===== src/rtl/sram_burst_reader_if.sv =====
// Bus bundle for sram_burst_reader: burst control, sram read port and output stream.
// The optional stride input exists only when SRAM_BURST_STRIDE_EN is defined.
interface sram_burst_reader_if #(
  parameter int ADDR_WIDTH = 8,
  parameter int DATA_WIDTH = 16,
  parameter int LEN_WIDTH  = 9
);
  logic                  start;
  logic [ADDR_WIDTH-1:0] base_addr;
  logic [LEN_WIDTH-1:0]  burst_len;
`ifdef SRAM_BURST_STRIDE_EN
  logic [ADDR_WIDTH-1:0] stride;
`endif
  logic                  busy;
  logic                  done;
  logic [ADDR_WIDTH-1:0] sram_rd_addr;
  logic [DATA_WIDTH-1:0] sram_rd_data;
  logic                  out_valid;
  logic [DATA_WIDTH-1:0] out_data;
  logic                  out_ready;

  modport master (
`ifdef SRAM_BURST_STRIDE_EN
    input  stride,
`endif
    input  start, base_addr, burst_len, sram_rd_data, out_ready,
    output busy, done, sram_rd_addr, out_valid, out_data
  );

  modport slave (
`ifdef SRAM_BURST_STRIDE_EN
    output stride,
`endif
    output start, base_addr, burst_len, sram_rd_data, out_ready,
    input  busy, done, sram_rd_addr, out_valid, out_data
  );
endinterface


===== src/rtl/sram_burst_reader.sv =====
// Burst reader: streams burst_len sram words from base_addr through a 2-entry FIFO.
// Define SRAM_BURST_STRIDE_EN to add a per-burst address stride (default step is 1).
module sram_burst_reader #(
  parameter int ADDR_WIDTH = 8,
  parameter int DATA_WIDTH = 16,
  parameter int LEN_WIDTH  = 9
) (
  input logic                 clk,
  input logic                 rst,
  sram_burst_reader_if.master bus
);

  localparam logic [1:0] IDLE    = 2'd0;
  localparam logic [1:0] ISSUE   = 2'd1;
  localparam logic [1:0] DRAIN   = 2'd2;
  localparam logic [1:0] DONE_ST = 2'd3;

  logic [1:0]            state;
  logic [ADDR_WIDTH-1:0] addr_p0;
  logic [ADDR_WIDTH-1:0] step;
  logic [LEN_WIDTH-1:0]  remaining;
  logic                  vld_p1;
  logic [DATA_WIDTH-1:0] fifo_mem [2];
  logic                  wr_ptr;
  logic                  rd_ptr;
  logic [1:0]            count;
  logic [1:0]            occupancy;
  logic                  out_valid_w;
  logic                  pop;
  logic                  issue_ok;
  logic                  issue;

  assign out_valid_w = (count != 2'd0);
  assign pop         = out_valid_w && bus.out_ready;
  // A read may be issued if its word has a free slot on arrival, counting the one in flight.
  assign occupancy   = count + {1'b0, vld_p1};
  assign issue_ok    = (occupancy < 2'd2) || pop;
  assign issue       = (state == ISSUE) && issue_ok;

`ifdef SRAM_BURST_STRIDE_EN
  always_ff @(posedge clk or posedge rst) begin
    if (rst)
      step <= '0;
    else if (state == IDLE && bus.start)
      step <= bus.stride;
  end
`else
  assign step = ADDR_WIDTH'(1);
`endif

  // Stage p0: burst control and sram address issue
  always_ff @(posedge clk or posedge rst) begin
    if (rst) begin
      state            <= IDLE;
      addr_p0          <= '0;
      remaining        <= '0;
      bus.sram_rd_addr <= '0;
      vld_p1           <= 1'b0;
    end else begin
      vld_p1 <= issue;
      case (state)
        IDLE: begin
          if (bus.start) begin
            if (bus.burst_len != '0) begin
              addr_p0   <= bus.base_addr;
              remaining <= bus.burst_len;
              state     <= ISSUE;
            end else begin
              state <= DONE_ST;
            end
          end
        end
        ISSUE: begin
          if (issue) begin
            bus.sram_rd_addr <= addr_p0;
            addr_p0          <= addr_p0 + step;
            remaining        <= remaining - LEN_WIDTH'(1);
            if (remaining == LEN_WIDTH'(1))
              state <= DRAIN;
          end
        end
        DRAIN: begin
          // Leave as the last word is handshaked so done lands on the following cycle.
          if (!vld_p1 && (count == {1'b0, pop}))
            state <= DONE_ST;
        end
        default: state <= IDLE;
      endcase
    end
  end

  // Stage p1: capture the landed sram word into the output FIFO
  always_ff @(posedge clk or posedge rst) begin
    if (rst) begin
      fifo_mem[0] <= '0;
      fifo_mem[1] <= '0;
      wr_ptr      <= 1'b0;
      rd_ptr      <= 1'b0;
      count       <= 2'd0;
    end else begin
      if (vld_p1) begin
        fifo_mem[wr_ptr] <= bus.sram_rd_data;
        wr_ptr           <= ~wr_ptr;
      end
      if (pop)
        rd_ptr <= ~rd_ptr;
      count <= count + {1'b0, vld_p1} - {1'b0, pop};
    end
  end

  assign bus.out_valid = out_valid_w;
  assign bus.out_data  = fifo_mem[rd_ptr];
  assign bus.busy      = (state != IDLE);
  assign bus.done      = (state == DONE_ST);

endmodule


===== src/flat_wrapper.sv =====
// flat-port wrapper written by rule: the top's interface ports become plain ports
module sram_burst_reader_flat 
#(
  parameter int ADDR_WIDTH = 8,
  parameter int DATA_WIDTH = 16,
  parameter int LEN_WIDTH  = 9
)
  (clk, rst, bus_start, bus_base_addr, bus_burst_len, bus_sram_rd_data, bus_out_ready, bus_busy, bus_done, bus_sram_rd_addr, bus_out_valid, bus_out_data);
  sram_burst_reader_if #(.ADDR_WIDTH(ADDR_WIDTH), .DATA_WIDTH(DATA_WIDTH), .LEN_WIDTH(LEN_WIDTH)) bus_i ();
  input logic clk;
  input logic rst;
  input wire logic [$bits(bus_i.start)-1:0] bus_start;
  input wire logic [$bits(bus_i.base_addr)-1:0] bus_base_addr;
  input wire logic [$bits(bus_i.burst_len)-1:0] bus_burst_len;
  input wire logic [$bits(bus_i.sram_rd_data)-1:0] bus_sram_rd_data;
  input wire logic [$bits(bus_i.out_ready)-1:0] bus_out_ready;
  output wire logic [$bits(bus_i.busy)-1:0] bus_busy;
  output wire logic [$bits(bus_i.done)-1:0] bus_done;
  output wire logic [$bits(bus_i.sram_rd_addr)-1:0] bus_sram_rd_addr;
  output wire logic [$bits(bus_i.out_valid)-1:0] bus_out_valid;
  output wire logic [$bits(bus_i.out_data)-1:0] bus_out_data;
  assign bus_i.start = bus_start;
  assign bus_i.base_addr = bus_base_addr;
  assign bus_i.burst_len = bus_burst_len;
  assign bus_i.sram_rd_data = bus_sram_rd_data;
  assign bus_i.out_ready = bus_out_ready;
  assign bus_busy = bus_i.busy;
  assign bus_done = bus_i.done;
  assign bus_sram_rd_addr = bus_i.sram_rd_addr;
  assign bus_out_valid = bus_i.out_valid;
  assign bus_out_data = bus_i.out_data;
  sram_burst_reader #(.ADDR_WIDTH(ADDR_WIDTH), .DATA_WIDTH(DATA_WIDTH), .LEN_WIDTH(LEN_WIDTH)) u_core (.clk(clk), .rst(rst), .bus(bus_i));
endmodule

===== config.mk =====
export PLATFORM = sky130hd
export DESIGN_NAME = sram_burst_reader_flat
export DESIGN_NICKNAME = d
export VERILOG_FILES = /design/src/rtl/sram_burst_reader_if.sv /design/src/rtl/sram_burst_reader.sv /design/src/flat_wrapper.sv
export SDC_FILE = /design/constraint.sdc
export NUM_CORES = 1
export LEC_CHECK = 0
export CAP_MARGIN = 20
export CELL_PAD_IN_SITES_DETAIL_PLACEMENT = 0
export CELL_PAD_IN_SITES_GLOBAL_PLACEMENT = 1
export CORE_ASPECT_RATIO = 0.6
export CORE_MARGIN = 1
export CORE_UTILIZATION = 40
export DETAILED_ROUTE_END_ITERATION = 10
export DONT_BUFFER_PORTS = 1
export HOLD_SLACK_MARGIN = 0.05
export PLACE_DENSITY_LB_ADDON = 0.1
export SLEW_MARGIN = 15
export SYNTH_ARGS = -nofsm -noshare
export SYNTH_HDL_FRONTEND = slang
export SYNTH_SLANG_ARGS = --single-unit

===== constraint.sdc =====
create_clock -name clk -period 1.95 [get_ports clk]
set_clock_uncertainty 0.05 [all_clocks]
set_input_delay 0.2925 -clock clk [delete_from_list [all_inputs] [get_ports clk]]
set_output_delay 0.2925 -clock clk [all_outputs]
set_load 0.02 [all_outputs]

# Word level (Yosys, flattened, before mapping)
# Index checks and enable logic that the tools add are counted.
# W data, S select, Z words.
dict set report totals {
  regBits 64
  input_bits 37
  output_inout_bits 27
  word_cells 66
}
dict set report classes {
  addsub 4
  order_cmp 4
  n_eq_ne 10
  n_mux 20
  n_bitwise 4
  n_reduce_logical 14
}
# op n
set ops {}
lappend ops {{$mux W16} 4}
lappend ops {{$bwmux W32} 1}
lappend ops {{$mux W9} 3}
lappend ops {{$mux W8} 3}
lappend ops {{$pmux W9 S2} 1}
lappend ops {{$demux W16 S1} 1}
lappend ops {{$pmux W8 S2} 1}
lappend ops {{$mux W2} 5}
lappend ops {{$eq A9 B1 Y1 const B} 1}
lappend ops {{$reduce_bool A9 Y1} 1}
lappend ops {{$sub A9 B1 Y9 const B} 1}
lappend ops {{$add A8 B1 Y8 const B} 1}
lappend ops {{$reduce_and A4 Y1} 2}
lappend ops {{$ne A2 B1 Y1 const B} 3}
lappend ops {{$pmux W2 S3} 1}
lappend ops {{$reduce_bool A2 Y1} 3}
lappend ops {{$eq A2 B2 Y1 const B} 2}
lappend ops {{$ge A2 B2 Y1 const B} 2}
lappend ops {{$logic_and A1 B1 Y1} 4}
lappend ops {{$ne A2 B2 Y1 const B} 2}
lappend ops {{$not A1 Y2} 2}
lappend ops {{$add A2 B1 Y2} 1}
lappend ops {{$eq A2 B1 Y1} 1}
lappend ops {{$eq A2 B1 Y1 const B} 1}
lappend ops {{other kinds (8)} 9}

# Logic depth before layout (Yosys ltp)
# Gate-level depths: netlist of run 1.
dict set report depth {
  ltp_word 6
  depth_mapped 8
  mapped_depth_nobuf 6
}

# Worst setup path before layout of run 1
# OpenSTA, ideal clock, no wires.
dict set report synth_path {
  path_kind {register -> register}
  startpoint {register u_core.state[1]}
  endpoint {register u_core.state[1]}
  setup_time_ns 0.125
  t_arrival_ns 1.677
  t_required_ns 1.775
  slack_ns 0.099
  stages_incl_launch_ff 8
  path_buffers 1
  synth_period_minus_slack_ns 1.851
  cell_sequence {dfrtp_1 > inv_1 > ha_1 > clkbuf_8 > nor4bb_1 > a21oi_2 > o2111ai_1 > mux2_2}
}
dict set report synth_via {
  elab_chain_len 4
  word_cells_on_any_way 10
  cone_classes {eq/ne (6); mux (1); reduce/logical (3)}
}
# item line
set synth_rtl {}
lappend synth_rtl {{start: declaration} sram_burst_reader.sv:18} ;# logic [1:0] state;
lappend synth_rtl {{start signal: assignment} sram_burst_reader.sv:54} ;# state <= IDLE;
lappend synth_rtl {{start signal: assignment} sram_burst_reader.sv:67} ;# state <= ISSUE;
lappend synth_rtl {{start signal: assignment} sram_burst_reader.sv:69} ;# state <= DONE_ST;
lappend synth_rtl {{$eq A2 B1 Y1} {sram_burst_reader.sv:38, sram_burst_reader.sv:61}}
lappend synth_rtl {{$logic_and A1 B1 Y1} sram_burst_reader.sv:38} ;# assign issue = (state == ISSUE) && issue_ok;
lappend synth_rtl {{$ne A2 B1 Y1 (no line)} --}
lappend synth_rtl {{$reduce_and A4 Y1 (no line)} --}
# Parallel ways exist; a longest one is shown, timed or not.
# A chain may end at the register's enable or synchronous reset.

# Final worst setup path of run 1
dict set report layout_path {
  startpoint {register u_core.remaining[1]}
  endpoint {register u_core.state[1]}
}
dict set report layout_via {
  elab_chain_len 3
}
# item line
set layout_rtl {}
lappend layout_rtl {{start: declaration} sram_burst_reader.sv:21} ;# logic [LEN_WIDTH-1:0] remaining;
lappend layout_rtl {{start signal: assignment} sram_burst_reader.sv:66} ;# remaining <= bus.burst_len;
lappend layout_rtl {{start signal: assignment} sram_burst_reader.sv:77} ;# remaining <= remaining - LEN_WIDTH'(1);
lappend layout_rtl {{$eq A9 B1 Y1} sram_burst_reader.sv:78} ;# if (remaining == LEN_WIDTH'(1))
lappend layout_rtl {{$ne A2 B2 Y1 (no line)} --}
lappend layout_rtl {{$reduce_and A4 Y1 (no line)} --}
lappend layout_rtl {{end signal: assignment} sram_burst_reader.sv:79} ;# state <= DRAIN;
lappend layout_rtl {{end signal: assignment} sram_burst_reader.sv:85} ;# state <= DONE_ST;
lappend layout_rtl {{end signal: assignment} sram_burst_reader.sv:87} ;# default: state <= IDLE;
# Every way passes these cells.

==> impl_metrics.tcl, run 1 <==
set metrics [dict create \
    cp.required_ps 2110 \
    p_leak_uw 0.00165 \
    finalInstanceArea_mm2 0.00397 \
    start_util_pct 41.5 \
    switching_share_pct 38.3 \
    port_buffers 0 \
    yosysSeqAreaShare_pct 49.0 \
    post-route-min-period_ps 1850 \
    period_share_pct 95.1 \
    core_mm2 0.00788 \
    wl_per_cell_um 17.9 \
    cts-buffers-inserted 9 \
    max_cap_violations 0 \
    netSwitchingPower_uw 3090 \
    dr.pass1.iters 5 \
    hold_viol 0 \
    cts_root_buf "clkbuf_16" \
    synthFlopType "dfrtp_1" \
    netlist_area_mm2 0.00327 \
    layout_common_cells "64 x dfrtp_1, 56 x mux2_2, 24 x buf_4, 15 x nand2_1, 13 x o21ai_0" \
    syn_inst 279 \
    combPwrFrac_pct 46.6 \
    ys_warn_count 0 \
    max_freq_ghz 0.539 \
    insertion_delay_ps 320 \
    synth_fp_nets 325 \
    maxSlewHeadroom_pct 66.1 \
    nFillCells 737 \
    grt_pass1_wl_mm 12.0 \
    grt_overflow 0 \
    rsz0062_at_grt "yes" \
    startpoint_type "flop" \
    async_reset_ff_share_pct 100 \
    antenna_found_initial 0 \
    row_count 25 \
    finalMaxSlewViolations 0 \
    powerDensity_mw_per_mm2 2030 \
    dieWidth_um 119 \
    synth-edff-count 0 \
    clock_sinks 64 \
    power_frac_clock_pct 21.1 \
    finalNonFillerCells 418 \
    drt-vias-per-instance 5.44 \
    yosysTopAreaCellShare_pct 49.0 \
    first_global_vias 2189 \
    via_count 2273 \
    path_max_fanout 2 \
    ir_drop_uv 648 \
    hp-class "in -> reg" \
    layout_commonest_cell "dfrtp_1" \
    cts_tree "done" \
    place_congestion 0.770 \
    area_delta_synth_final_pct 21.4 \
    dieHeight_um 72.0 \
    grtUsageTotal_pct 18.8 \
    hpwl_mm 5.42 \
    placement.cell_area_mm2 0.00359 \
    tightest_slew_ps 508 \
    finalSetupViolations 0 \
    sequentialPowerShare_pct 32.3 \
    ant_nets 0 \
    pin_count 64 \
    grt_max_degree 31 \
    dieArea_mm2 0.00855 \
    synth.area.top_cells "dfrtp_1 49%, mux2_2 19%, ha_1 3.4%" \
    ys_ff_latch 64 \
    fin_nets 351 \
    drive_above_1_share_pct 39.0 \
    clockBufferDepth 2 \
    drc_errors 0 \
    status "finished, final reports clean" \
    crit_path_end_kind "flop" \
    p_int_uw 4970 \
    avgSynthCellArea_um2 11.7 \
    cp.arrival_ps 2020 \
    clk_pin_slew_ps 60 \
    ctsHtreeMaxLevel 3 \
    dp.cells 401 \
    n_antenna_cell 0 \
    drt_iter0_drc 106 \
    criticalPathCategory "reg -> reg" \
    synth.distinct_cells 50 \
    yosysTopAreaCell "dfrtp_1" \
    wl_mm 7.49 \
]
## power by group through the flow
| stage | Clock (uW) | Combinational [uW] | Sequential [uW] |
|---|---|---|---|
| CTS | 1750 | 3690 | 2590 |
| global route | 1800 | 4120 | 2700 |
| floorplan | 0 | 2750 | 2470 |
| detailed placement | 0 | 3680 | 2610 |
| finish | 1700 | 3750 | 2600 |
| global placement | 0 | 3640 | 2600 |
## worst max-delay path, cell delays in order (launching register included)
cell and delay, ps:
dfrtp_1 390, inv_1 90, ha_1 140, or4b_1 440
o21ai_2 190, o2111ai_2 140, mux2_2 290
## worst paths after layout
| check | cells past startpoint | startpoint | slack [ps] | end |
|---|---|---|---|---|
| min in group asynchronous | 2 | rst | 410 | u_core.bus.sram_rd_addr[4] |
| worst max register to register | 6 | u_core.remaining[1] | 100 | u_core.state[1] |
| worst max-delay path | 6 | u_core.remaining[1] | 100 | u_core.state[1] |
| worst min-delay path | 1 | bus_sram_rd_data[15] | 70 | u_core.fifo_mem[31] |
| max in group asynchronous | 3 | rst | 830 | u_core.bus.sram_rd_addr[6] |
| worst min register to register | 1 | u_core.rd_ptr | 420 | u_core.rd_ptr |
## per-layer routing
metal | routed length [um] | GRT usage, % | vias to the layer above
met1 | 3920 | 28.2 | 1113
met2 | 2880 | 23.5 | 71
li1 | - | - | 1082
met4 | 76 | 6.75 | 0
met5 | 0 | 0 | -
met3 | 611 | 7.78 | 7
## Yosys cell counts, drive strengths merged, types with 2 or more instances
| cell | count |
|---|---|
| or2 | 2 |
| o22ai | 3 |
| or4 | 2 |
| xor2 | 3 |
| dfrtp | 64 |
| nand2b | 3 |
| o21ai | 14 |
| nor2b | 3 |
| o31a | 2 |
| o32ai | 6 |
| ha | 9 |
| o31ai | 5 |
| nand4 | 2 |
| nand3b | 2 |
| mux2i | 4 |
| a21oi | 11 |
| nor2 | 4 |
| or3 | 2 |
| nand2 | 15 |
| a31oi | 13 |
| nor3 | 4 |
| nand3 | 7 |
| xnor2 | 2 |
| mux2 | 56 |
| inv | 12 |
| clkbuf | 11 |
| buf | 4 |
## final cells by class
type | count | area (um^2) | area share, %
clock buffers | 9 | 225 | 5.67
clock inverters | 7 | 95.1 | 2.40
inverters | 12 | 45.0 | 1.13
multi-input cells | 188 | 1590 | 40.0
flip-flops and latches | 64 | 1600 | 40.3
well taps | 108 | 135 | 3.40
repair buffers | 30 | 282 | 7.09
## through the flow
| stage | util [%] | setup TNS, ps | hold slack [ps] | worst slack (ps) | total power [uW] |
|---|---|---|---|---|---|
| floorplan | - | 0 | 393 | 9.40 | 5220 |
| global placement | 45.6 | 0 | 204 | 72.5 | 6240 |
| detailed placement | 45.6 | 0 | 195 | 18.8 | 6290 |
| CTS | 49.8 | 0 | 52.9 | 14.1 | 8040 |
| global route | 50.4 | -76.2 | 52.3 | -45.1 | 8620 |
| finish | 50.4 | 0 | 67.0 | 95.2 | 8060 |
## flip-flops by register name, summed over array words and instances, names as in the netlist
signal	count
u_core.addr_p0	8
u_core.fifo_mem	32
u_core.wr_ptr	1
u_core.rd_ptr	1
u_core.count	2
u_core.vld_p1	1
u_core.bus.sram_rd_addr	8
u_core.remaining	9
u_core.state	2
## cell families after synthesis
family,share of synthesized area [%]
AO/OA/AOI/OAI,12.5
XOR/XNOR,1.34
adder cells (fa/ha/maj),3.44
buffers and inverters,3.83
flip-flops,49.0
multiplexers,20.5
AND/OR/NAND/NOR,9.45
## timing repair
action	CTS	global route
endpoints found under the setup margin	0	18
setup buffers	0	0
hold buffers	1	0
endpoints found under the hold margin	19	0
gates resized for setup	0	9
(Power assumes the default switching activity.)
==> run 2: changes to the inputs <==
--- a/config.mk
+++ b/config.mk
@@ -5,16 +5,17 @@
 export SDC_FILE = /design/constraint.sdc
 export NUM_CORES = 1
 export LEC_CHECK = 0
+export BUFFER_PORTS_ARGS = -buffer_cell sky130_fd_sc_hd__buf_2
 export CAP_MARGIN = 20
 export CELL_PAD_IN_SITES_DETAIL_PLACEMENT = 0
 export CELL_PAD_IN_SITES_GLOBAL_PLACEMENT = 1
 export CORE_ASPECT_RATIO = 0.6
 export CORE_MARGIN = 1
-export CORE_UTILIZATION = 40
+export CORE_UTILIZATION = 39
+export CTS_CLUSTER_SIZE = 24
 export DETAILED_ROUTE_END_ITERATION = 10
-export DONT_BUFFER_PORTS = 1
 export HOLD_SLACK_MARGIN = 0.05
-export PLACE_DENSITY_LB_ADDON = 0.1
+export PLACE_DENSITY = 0.78
 export SLEW_MARGIN = 15
 export SYNTH_ARGS = -nofsm -noshare
 export SYNTH_HDL_FRONTEND = slang
==> impl_metrics.tcl, run 2 (synthesized netlist as in run 1, its figures left out) <==
set metrics [dict create \
    status "finished, final reports clean" \
    period_share_pct 98.0 \
    startpoint_type "flop" \
    fin_util_pct 53.3 \
    hpwl_mm 5.44 \
    reg2reg_from "u_core.state[1]" \
    reg_top3 "u_core.fifo_mem: 32 flops, u_core.remaining: 9 flops" \
    dieArea_mm2 0.00877 \
    start_util_pct 40.8 \
    grtUsageTotal_pct 18.6 \
    fin_nets 404 \
    ctsHtreeMaxLevel 3 \
    antenna_found_initial 0 \
    path_max_fanout 5 \
    max_cap_violations 0 \
    whs_endpoint "u_core.fifo_mem[19]" \
    report.power.total_uw 8490 \
    wl_per_cell_um 16.3 \
    r2r-end "u_core.addr_p0[0]" \
    finalNonFillerCells 471 \
    cts_tree "done" \
    port_buffers 63 \
    min_path_cells 2 \
    first_global_vias 2378 \
    via_count 2513 \
    grt_overflow 0 \
    ant_nets 0 \
    crit_start "u_core.state[1]" \
    clockBufferDepth 2 \
    core_mm2 0.00801 \
    finalSetupViolations 0 \
    n_antenna_cell 0 \
    drc_errors 0 \
    ir_drop_uv 651 \
    placement.cell_area_mm2 0.00379 \
    p_leak_uw 0.00187 \
    rsz0062_at_grt "yes" \
    dieHeight_um 72.9 \
    largest_register_ffs 32 \
    maxSlewHeadroom_pct 72.0 \
    max_freq_ghz 0.523 \
    clk_pin_slew_ps 50 \
    grt_max_degree 65 \
    area_delta_synth_final_pct 30.5 \
    nFillCells 718 \
    criticalPathCategory "reg -> reg" \
    pin_count 64 \
    ff2ff_path_depth 7 \
    wl_mm 7.66 \
    crit_path_end_kind "flop" \
    tightest_slew_ps 418 \
    cts_root_buf "clkbuf_16" \
    hp-class "in -> reg" \
    insertion_delay_ps 320 \
    row_count 25 \
    hold_viol 0 \
    cp.required_ps 2090 \
    tns_ps 0 \
    dr.pass1.iters 4 \
    grt_pass1_wl_mm 12.3 \
    multiInputGateArea_mm2 0.00161 \
    top_register "u_core.fifo_mem" \
    powerDensity_mw_per_mm2 1990 \
    drt-vias-per-instance 5.34 \
    finalMaxSlewViolations 0 \
    drive_above_1_share_pct 48.5 \
    seq_area_mm2 0.00160 \
    dieWidth_um 120 \
    cts-buffers-inserted 9 \
    cp.arrival_ps 2050 \
    drt_iter0_drc 180 \
    post-route-min-period_ps 1910 \
    hp-start "bus_sram_rd_data[3]" \
    clock_sinks 64 \
    dp.cells 450 \
    finalInstanceArea_mm2 0.00427 \
    rrSetupSlack_ps 40 \
    place_congestion 0.788 \
    layout_commonest_cell "dfrtp_1" \
    layout_common_cells "64 x dfrtp_1, 63 x buf_2, 56 x mux2_2, 15 x nand2_1, 13 x o21ai_0" \
]
[run 2: cell types whose count changed in the layout (fill, tap and decap cells not counted), moves of 2 or more]
cell      before  now
buf_2          0   63
buf_4         24   12
buf_6          1    4
clkbuf_8       0    2
o31ai_1        5    3
o31ai_2        0    2
[run 2: report_power, final]
part	internal (uW)	switching, uW	leakage, uW
Combinational	1970	2090	0.000950
Sequential	2030	533	0.000749
Clock	1310	556	0.000172
[run 2: worst max-delay path, cell delays in order (launching register included)]
cell	delay, ps
dfrtp_1	410
inv_1	100
ha_1	270
mux2i_1	170
a31o_4	260
buf_4	130
o31ai_2	270
o31ai_2	110
[run 2: timing repair]
action / CTS / global route
gates resized for setup: 1 / 14
endpoints found under the setup margin: 1 / 16
hold buffers: 1 / 0
setup buffers: 0 / 4
hold endpoints to repair: 64 / 0
pin swaps: 0 / 1
[run 2: worst max path at each step]
stage,end,cells past startpoint
finish,u_core.addr_p0[0],7
global route,u_core.addr_p0[0],7
CTS,u_core.remaining[0],7
detailed placement,u_core.state[1],6
global placement,u_core.state[1],6
floorplan,u_core.addr_p0[0],1
[run 2: layout make-up]
cell class / instances / area share [%]
well taps: 108 / 3.17
clock inverters: 5 / 2.40
clock buffers: 11 / 5.92
flip-flops and latches: 64 / 37.5
multi-input cells: 188 / 37.7
repair buffers: 83 / 12.2
inverters: 12 / 1.06
[run 2: per-stage QoR]
stage / hold WS (ps) / setup slack (ps)
after global routing: 154 / -22.4
after floorplan: 393 / 9.40
after detailed placement: 343 / 9.43
after CTS: 154 / 4.39
after global placement: 333 / 54.2
final: 167 / 38.4
[run 2: routing by layer]
layer	vias up	GRT usage, %	routed length, um
met1	1235	28.0	3760
met3	8	5.00	434
met5	-	0	0
met4	0	6.45	86
li1	1193	-	-
met2	77	25.4	3380
==> run 3: changes to the inputs <==
==> constraint.sdc (replaced) <==
create_clock -name clk -period 1.6 [get_ports clk]
set_clock_uncertainty 0.05 [all_clocks]
set_input_delay 0.24 -clock clk [delete_from_list [all_inputs] [get_ports clk]]
set_output_delay 0.24 -clock clk [all_outputs]
set_load 0.02 [all_outputs]
==> impl_metrics.tcl, run 3 (synthesized netlist as in run 1, its figures left out) <==
set metrics [dict create \
    status "finished with violations" \
    violations "negative setup slack" \
    p_leak_uw 0.00229 \
    ir_drop_uv 894 \
    nFillCells 614 \
    finalInstanceArea_mm2 0.00518 \
    grt_pass1_wl_mm 14.1 \
    grt_max_degree 48 \
    layout_commonest_cell "dfrtp_1" \
    power_frac_clock_pct 14.7 \
    drc_errors 0 \
    antenna_found_initial 0 \
    hp-class "in -> reg" \
    clk_pin_slew_ps 50 \
    cts_root_buf "clkbuf_16" \
    sequentialPowerShare_pct 23.8 \
    place_congestion 0.855 \
    period_share_pct 111 \
    path_buf_inv 2 \
    maxSlewHeadroom_pct 75.9 \
    core_mm2 0.00801 \
    area_delta_synth_final_pct 58.5 \
    layout_common_cells "62 x dfrtp_1, 45 x buf_2, 39 x buf_4, 33 x mux2_2, 30 x buf_6" \
    clockBufferDepth 2 \
    pin_count 64 \
    drt-vias-per-instance 5.33 \
    placement.cell_area_mm2 0.00418 \
    drt_iter0_drc 91 \
    worst_slack_ps -180 \
    grtUsageTotal_pct 21.1 \
    largest_register_ffs 32 \
    cp.required_ps 1760 \
    crit_path_end_kind "flop" \
    netSwitchingPower_uw 4830 \
    whs_endpoint "u_core.fifo_mem[14]" \
    dp_slack_ps -231 \
    first_global_vias 2775 \
    start_util_pct 40.8 \
    crit_family "simple AND/OR/NAND/NOR gates" \
    critical-path-slowest-cell "nor4bb_4" \
    startpoint_type "flop" \
    min_path_cells 2 \
    combPwrFrac_pct 61.5 \
    hp-start "bus_sram_rd_data[14]" \
    insertion_delay_ps 330 \
    dieArea_mm2 0.00877 \
    dr.pass1.iters 4 \
    finalNonFillerCells 515 \
    top_register "u_core.fifo_mem" \
    clock_sinks 64 \
    reg2reg_from "u_core.state[1]" \
    rrSetupSlack_ps -180 \
    cp.arrival_ps 1940 \
    switching_share_pct 37.5 \
    reg_top3 "u_core.fifo_mem: 32 flops, u_core.remaining: 9 flops" \
    max_freq_ghz 0.562 \
    hpwl_mm 5.80 \
    cts-buffers-inserted 9 \
    ff2ff_path_depth 7 \
    grt_overflow 0 \
    n_antenna_cell 0 \
    criticalPathCategory "reg -> reg" \
    via_count 2746 \
    wl_per_cell_um 17.3 \
    dieHeight_um 72.9 \
    ctsHtreeMaxLevel 3 \
    post-route-min-period_ps 1780 \
    crit_path_max_incr_delay_ps 410 \
    tightest_slew_ps 358 \
    cts_tree "done" \
    p_int_uw 8060 \
    r2r-end "u_core.remaining[8]" \
    rsz0062_at_grt "yes" \
    powerDensity_mw_per_mm2 2490 \
    multiInputGateArea_mm2 0.00198 \
    wl_mm 8.92 \
    ant_nets 0 \
    row_count 25 \
    hold_viol 0 \
    finalMaxSlewViolations 0 \
    dp.cells 480 \
    drive_above_1_share_pct 61.9 \
    seq_area_mm2 0.00160 \
    path_max_fanout 13 \
    port_buffers 63 \
    fin_nets 448 \
    finalSetupViolations 43 \
    dieWidth_um 120 \
    crit_chain "inv_2, ha_4, nor4bb_4, a21oi_4, buf_8, a31oi_2, nor3_1" \
    max_cap_violations 0 \
]
-- run 3: worst reg2reg max path: cells and delay by family, from the launching register on --
family | cells | cell delay [ps]
buffers and inverters | 2 | 290
adders and majority gates | 1 | 170
AOI/OAI and AO/OA | 2 | 280
DFF | 1 | 390
and+or+nand+nor | 2 | 490
-- run 3: layer usage --
layer	global-route usage, %	vias up	part of all wire, %	wire length [um]
li1	-	1280	-	-
met1	29.2	1391	48	4270
met2	32.6	63	46	4150
met3	6.09	12	4.3	387
met4	5.62	0	1.3	112
met5	0	-	0	0
-- run 3: metrics by stage --
stage	util [%]	TNS [ps]	hold slack, ps	total power [uW]
4_1_cts	61.4	-4250	104	11900
5_1_grt	64.8	-7240	102	13600
6_report	64.8	-4730	109	12900
2_1_floorplan	-	-1510	321	6740
3_3_place_gp	52.2	-3240	123	8560
3_5_place_dp	52.2	-4190	120	8740
-- run 3: timing repair --
item                                    4_1_cts  5_1_grt
endpoints found under the setup margin       44       45
endpoints found under the hold margin        17        0
pin swaps                                    15        6
buffers inserted                             13        2
gates cloned                                  2        1
hold buffers                                  1        0
resized for setup                            63       56
-- run 3: worst max path at each step --
stage / start / endpoint / slack (ps) / depth (start not counted)
floorplan: u_core.state[1] / u_core.state[1] / -160 / 7
global placement: u_core.count[0] / u_core.bus.sram_rd_addr[6] / -180 / 5
detailed placement: u_core.count[0] / u_core.bus.sram_rd_addr[6] / -230 / 5
CTS: u_core.remaining[1] / u_core.state[1] / -150 / 6
global route: u_core.remaining[0] / u_core.remaining[8] / -250 / 7
finish: u_core.state[1] / u_core.remaining[8] / -180 / 7
-- run 3: cell type report --
class,count,area share [%]
multi-input combinational,188,38.3
sequential,64,30.9
timing repair buffer,127,21.6
clock buffer,10,4.42
tap,108,2.61
clock inverter,6,1.16
inverter,12,0.989
-- run 3: power by group through the flow --
stage          Clock [uW]  Sequential (uW)  Combinational (uW)
2_1_floorplan           0             3060                3680
3_5_place_dp            0             3010                5730
4_1_cts              1920             3020                7010
5_1_grt              2000             3160                8440
6_report             1900             3070                7920
3_3_place_gp            0             2950                5610
